<file path="src/rtl/stream_arb2_pkg.sv">
// Shared definitions for the two-source round-robin stream arbiter:
// grant state encoding and the burst-counter width helper.
package stream_arb2_pkg;

  typedef logic [1:0] state_t;

  localparam state_t StIdle = 2'd0;
  localparam state_t StGntA = 2'd1;
  localparam state_t StGntB = 2'd2;

  // Width of a counter that must reach n-1, never narrower than one bit.
  function automatic int unsigned cnt_width(input int unsigned n);
    int unsigned w;
    w = 1;
    while ((32'd1 << w) < n) begin
      w++;
    end
    return w;
  endfunction

endpackage

</file>
<file path="src/rtl/arb_rr2.sv">
// Round-robin grant FSM for two requesters with a per-grant burst limit.
// Holds the current grant, the last source served and the beat counter.
module arb_rr2
  import stream_arb2_pkg::*;
#(
  parameter int unsigned MAX_BURST = 4
) (
  input  logic clk,
  input  logic rst,
  input  logic req_a,
  input  logic req_b,
  input  logic acc,
  output logic gnt_a,
  output logic gnt_b
);

  localparam int unsigned CW = cnt_width(MAX_BURST);
  localparam logic [CW-1:0] CntLast = CW'(MAX_BURST - 1);

  state_t        state_q, state_d;
  logic          last_gnt_q, last_gnt_d;  // 1 = B was served last
  logic [CW-1:0] cnt_q, cnt_d;
  logic          cur_is_b, cur_req, oth_req, grant_end;

  always_comb begin
    state_d    = state_q;
    last_gnt_d = last_gnt_q;
    cnt_d      = cnt_q;
    cur_is_b   = (state_q == StGntB);
    cur_req    = cur_is_b ? req_b : req_a;
    oth_req    = cur_is_b ? req_a : req_b;
    grant_end  = 1'b0;

    unique case (state_q)
      StIdle: begin
        if (req_a && (!req_b || last_gnt_q)) begin
          state_d = StGntA;
        end else if (req_b) begin
          state_d = StGntB;
        end
      end
      StGntA, StGntB: begin
        grant_end = !cur_req || (acc && (cnt_q == CntLast));
        if (grant_end) begin
          last_gnt_d = cur_is_b;
          cnt_d      = '0;
          // Hand over to the other side first; re-grant only if it is idle.
          if (oth_req) begin
            state_d = cur_is_b ? StGntA : StGntB;
          end else if (cur_req) begin
            state_d = state_q;
          end else begin
            state_d = StIdle;
          end
        end else if (acc) begin
          cnt_d = cnt_q + 1'b1;
        end
      end
      default: state_d = StIdle;
    endcase
  end

  always_ff @(posedge clk or posedge rst) begin
    if (rst) begin
      state_q    <= StIdle;
      last_gnt_q <= 1'b1;
      cnt_q      <= '0;
    end else begin
      state_q    <= state_d;
      last_gnt_q <= last_gnt_d;
      cnt_q      <= cnt_d;
    end
  end

  assign gnt_a = (state_q == StGntA);
  assign gnt_b = (state_q == StGntB);

endmodule

</file>
<file path="src/rtl/stream_arb2.sv">
// Two-input valid/ready stream merger with round-robin burst arbitration
// and a registered output stage.
module stream_arb2
  import stream_arb2_pkg::*;
#(
  parameter int unsigned DW        = 8,
  parameter int unsigned MAX_BURST = 4
) (
  input  logic          clk,
  input  logic          rst,
  input  logic [DW-1:0] a_data,
  input  logic          a_valid,
  output logic          a_ready,
  input  logic [DW-1:0] b_data,
  input  logic          b_valid,
  output logic          b_ready,
  output logic [DW-1:0] y_data,
  output logic          y_valid,
  input  logic          y_ready,
  output logic          sel
);

  if (MAX_BURST < 1 || MAX_BURST > 16) begin : g_bad_max_burst
    $error("stream_arb2: MAX_BURST must be in 1..16");
  end

  logic          gnt_a, gnt_b;
  logic          out_free, acc;
  logic [DW-1:0] y_data_q, y_data_d;
  logic          y_valid_q, y_valid_d;

  arb_rr2 #(
    .MAX_BURST(MAX_BURST)
  ) u_arb (
    .clk  (clk),
    .rst  (rst),
    .req_a(a_valid),
    .req_b(b_valid),
    .acc  (acc),
    .gnt_a(gnt_a),
    .gnt_b(gnt_b)
  );

  // The output slot can take a new beat when empty or draining this cycle.
  assign out_free = !y_valid_q || y_ready;
  assign a_ready  = gnt_a && out_free;
  assign b_ready  = gnt_b && out_free;
  assign acc      = (a_valid && a_ready) || (b_valid && b_ready);

  always_comb begin
    y_data_d  = y_data_q;
    y_valid_d = y_valid_q;
    if (acc) begin
      y_valid_d = 1'b1;
      y_data_d  = gnt_b ? b_data : a_data;
    end else if (y_valid_q && y_ready) begin
      y_valid_d = 1'b0;
    end
  end

  always_ff @(posedge clk or posedge rst) begin
    if (rst) begin
      y_data_q  <= '0;
      y_valid_q <= 1'b0;
    end else begin
      y_data_q  <= y_data_d;
      y_valid_q <= y_valid_d;
    end
  end

  assign y_data  = y_data_q;
  assign y_valid = y_valid_q;
  assign sel     = gnt_b;

  a_mutex: assert property (@(posedge clk) disable iff (rst) !(a_ready && b_ready));

endmodule
</file>
<file path="config.mk">
export PLATFORM = sky130hd
export DESIGN_NAME = stream_arb2
export DESIGN_NICKNAME = d
export VERILOG_FILES = /design/src/rtl/stream_arb2_pkg.sv /design/src/rtl/arb_rr2.sv /design/src/rtl/stream_arb2.sv
export SDC_FILE = /design/constraint.sdc
export NUM_CORES = 1
export LEC_CHECK = 0
export CORE_MARGIN = 8
export CORE_UTILIZATION = 46
export DETAILED_ROUTE_END_ITERATION = 16
export PLACE_DENSITY = 0.88
export SLEW_MARGIN = 40
export SYNTH_ARGS = -nofsm -noshare
export SYNTH_HDL_FRONTEND = slang
export SYNTH_SLANG_ARGS = --single-unit
</file>
<file path="constraint.sdc">
create_clock -name clk -period 4.55 [get_ports clk]
set_input_delay 0.91 -clock clk [delete_from_list [all_inputs] [get_ports clk]]
set_output_delay 0.91 -clock clk [all_outputs]
set_load 0.01 [all_outputs]
</file>
Word level (Yosys, flattened, before mapping)

Cells that the tools add are included.

Bits of input ports: 21
Logic and storage cells: 47
Output and inout bits: 12
Bits in registers: 14

Mux-type cells: 14
Equal/unequal tests: 6
Add/sub/neg operators: 1
Reduce and logical (&&, ||, !) cells: 21

Operator list:

| operator            | count |
|---|---|
| $mux 2              | 8 |
| $mux 8              | 1 |
| $logic_and 1x1->1   | 7 |
| $eq 2x2->1 const B  | 2 |
| $logic_or 1x1->1    | 4 |
| $mux 1              | 4 |
| $pmux 2 s2          | 1 |
| $reduce_and 2->1    | 2 |
| $reduce_bool 2->1   | 2 |
| $logic_not 1->1     | 3 |
| $ne 3x2->1 const B  | 1 |
| $ne 3x3->1 const B  | 1 |
| $reduce_and 3->1    | 1 |
| $add 2x1->2 const B | 1 |
| $eq 2x1->1 const B  | 1 |
| $logic_not 2->1     | 1 |
| $ne 2x1->1 const B  | 1 |
| $reduce_or 2->1     | 1 |

Logic depth before layout (Yosys ltp)

Word-level depth: 9
Gate-level depth with buffers: 8
Depth with buffers taken out: 6

By module

From an unflattened synthesis, not the netlist that was laid out.

Cells, all modules: 73
Area total of the unflattened synthesis: 865.8 sq um

Modules (own cells, without submodules):

| module      | sequential area each (sq um) | area an instance (sq um) | cells an instance | times used |
|---|---|---|---|---|
| stream_arb2 | 225.2                        | 483.0                    | 34                | 1 |
| arb_rr2     | 126.4                        | 382.9                    | 39                | 1 |

Least setup slack after synthesis

Ideal clock, no wire load.

Path kind: register to output
From: register u_arb.state_q[0]
To: output port b_ready
Arrival time: 1269 ps
Cell stages (with the launch flop): 6
Required time: 3640 ps
Setup slack: 2371 ps
Cell sequence: dfrtp_1 > inv_1 > ha_1 > buf_6 > buf_2 > and2_1

Word-level cells in the longest chain between the ends: 2

RTL lines:

| item                   | line              | RTL |
|---|---|---|
| from (decl)            | arb_rr2.sv:20     | `state_t state_q, state_d;` |
| from (signal assigned) | arb_rr2.sv:65     | `state_q <= StIdle;` |
| from (signal assigned) | arb_rr2.sv:69     | `state_q <= state_d;` |
| $eq 2x2->1             | arb_rr2.sv:76     | `assign gnt_b = (state_q == StGntB);` |
| via sel                | stream_arb2.sv:20 | `output logic sel` |
| $logic_and 1x1->1      | stream_arb2.sv:47 | `assign b_ready = gnt_b && out_free;` |
| to (decl)              | stream_arb2.sv:16 | `output logic b_ready,` |

The timed path passes the listed nets, and every way through them passes these cells.

Worst setup path after layout

From: input port y_ready
To: output port a_ready

Word-level cells in the longest chain between the ends: 2

RTL lines:

| item              | line              | RTL |
|---|---|---|
| from (decl)       | stream_arb2.sv:19 | `input logic y_ready,` |
| $logic_or 1x1->1  | stream_arb2.sv:45 | `assign out_free = !y_valid_q \|\| y_ready;` |
| $logic_and 1x1->1 | stream_arb2.sv:46 | `assign a_ready = gnt_a && out_free;` |
| to (decl)         | stream_arb2.sv:13 | `output logic a_ready,` |

No other way between the ends.

==> impl_metrics.toml <==
[cts]
clock-sinks = 14
htreeDepth = 1
clk_latency_ps = 270
tritoncts = "yes"
cts_buffer_depth = 2
cts_resized = 0
postCtsHoldBufs = 0
cts_inserted_buffers = 3
postCtsSetupBuffers = 0
clk_pin_slew_ps = 80
clock-root-buffer = "clkbuf_4"

[detailed_routing]
routed_wl_um = 2040
wl_per_cell_um = 14.5
via_per_inst = 5.16
drt-initial-drc-count = 7
drcViolationCount = 0
vias = 722
drt_pass1_iterations = 4
ant_nets = 0

[final_layout]
final_common_cell = "clkdlybuf4s50_1"
layout.nets = 142
final_cell_mix = "clkdlybuf4s50_1, dfrtp_1, mux2i_1, nor2_1, a21oi_1"
drive_above_1_share = 0.122
finalInstanceArea_mm2 = 0.00124
area.growth.synth_to_final_pct = 41.9
diodes = 0

[place]
dpl.hpwl_um = 1650
portBuffers = 32
place.gp.congestion = 0.839
place_area_mm2 = 0.00120

[power_and_ir_drop]
comb_power_share = 0.596
intPower_w = 0.000466
p_leak_nw = 0.541
p_sw_w = 0.000295
swShare = 0.388
irDropWorstVdd_uv = 338
pwr_density_cell_mw_per_mm2 = 613
pwr-share-clk = 0.115
seqPwrFrac = 0.288

[sta]
fmax_mhz = 325
worst_slew_pin_slew_ps = 511
hold_slack_ps = 532
post-route-min-period_ps = 3080
hold_viol = 0
slew_headroom = 0.659
setup_viol = 0
clock_skew_ps = 3.55
slew_viol_final = 0
setup-tns-final_ps = 0
grt_setup_unrepaired = "false"
period_share = 0.677

[floorplan]
start_util = 0.496
fp-row-count = 15
die_h_um = 59.6
die_x_um = 59.6
core_mm2 = 0.00176
io_pins = 33
fp.dieArea_mm2 = 0.00356

[synthesis]
yosysSeqAreaShare = 0.401
syn_area_per_cell_um2 = 10.7
syn_area_um2 = 876
synthCells = 82
yosysWarnings = 0
synth-seq-cells = 14
synth_nets = 108
yosysUniqueCellTypes = 30

[global_routing]
grt_max_degree = 20
first_global_vias = 819
antenna_found_initial = 0
grt_overflow = 0
track_usage = 0.128
grt_pass1_wl_um = 3550

[setup_path]
crit_type = "in2out"
required_ps = 3640
critPathCaptureType = "output port"
worst_setup_path_start_kind = "input pin"
crit_arrival_ps = 2170
critPathMaxFanout = 3

[job]
max-cap-violations = 0

[hold_path]
hp-class = "reg2reg"

[outcome]
status = "complete, no violations"
==> stage by stage <==
step                utilization  cells  power [W]  setup WS (ps)
finish                    0.704    140   0.000761           1470
global route              0.704    140   0.000823           1420
CTS                       0.703    140   0.000769           1320
detailed placement        0.682    136   0.000679           1460
global placement          0.682    136   0.000660           1490
floorplan                     -     82   0.000517           2370
==> power by group through the flow <==
stage               clock (W)  sequential (W)  combinational [W]
floorplan                   0        0.000236           0.000281
global placement            0        0.000217           0.000444
detailed placement          0        0.000220           0.000459
CTS                 0.0000901        0.000219           0.000460
global route        0.0000971        0.000227           0.000498
finish              0.0000878        0.000220           0.000454
==> cell type report <==
class | count | area, um^2
clock buffers | 4 | 36.3
fillers | 141 | 522
inverters | 4 | 15.0
multi-input cells | 61 | 488
flip-flops and latches | 14 | 352
well taps | 25 | 31.3
repair buffers | 32 | 320
==> layer usage <==
layer / track usage / wire length (um) / vias up
li1: - / - / 354
met2: 0.205 / 983 / 30
met5: 0 / 0 / -
met4: 0.0578 / 8 / 0
met3: 0.0542 / 195 / 2
met1: 0.144 / 847 / 336
==> state kept, by name, indices dropped and copies added (netlist names) <==
signal,cells
y_data,8
u_arb.cnt_q,2
u_arb.state_q,2
u_arb.last_gnt_q,1
y_valid,1
==> Yosys cell counts <==
cell      instances  area [um^2]
dfstp_2           1         26.3
dfrtp_1          13          325
nor2_4            1         11.3
nand3b_1          2         15.0
a21oi_1           9         45.0
buf_4             1         7.51
a21boi_0          1         7.51
nand2_4           1         11.3
nor2_1           10         37.5
a22oi_4           1         21.3
mux2_2            2         22.5
or2b_1            1         7.51
nand4_1           1         6.26
buf_2             1         5.00
nor3b_1           1         7.51
a32oi_2           1         16.3
a22o_1            2         17.5
inv_1             4         15.0
and2b_1           1         7.51
nand2b_1          1         6.26
nor4_4            1         21.3
and2_1            2         12.5
o21ai_0           1         5.00
o21bai_1          1         7.51
ha_1              5         62.6
buf_6             1         11.3
mux2_4            1         15.0
nand2_1           4         15.0
mux2i_1          10          100
o22ai_1           1         6.26
==> critical path, stage by stage <==
cell             delay (ps)
clkdlybuf4s50_1         470
nand2b_1                130
and2_1                  130
clkdlybuf4s50_1         530
==> path summary, 6_finish.rpt <==
check                                 start                to  slack, ps  cells past startpoint
setup / recovery                    y_ready           a_ready       1470                      4
hold / removal                    y_data[2]         y_data[2]        530                      2
setup reg to reg           u_arb.state_q[0]  u_arb.state_q[0]       2470                      6
hold reg to reg                   y_data[2]         y_data[2]        530                      2
max in group asynchronous               rst  u_arb.last_gnt_q       3230                      2
min in group asynchronous               rst         y_data[4]        960                      2
==> logic make-up (layout without fill, tap and decap cells) <==
logic type,Yosys count,after routing,share of synthesized area
muxes,13,13,0.157
AOI/OAI and AO/OA,17,17,0.144
DFF,14,14,0.401
and+or+nand+nor,26,26,0.181
adders and majority gates,5,5,0.0714
buffers and inverters,7,40,0.0443
(Power assumes the default switching activity.)
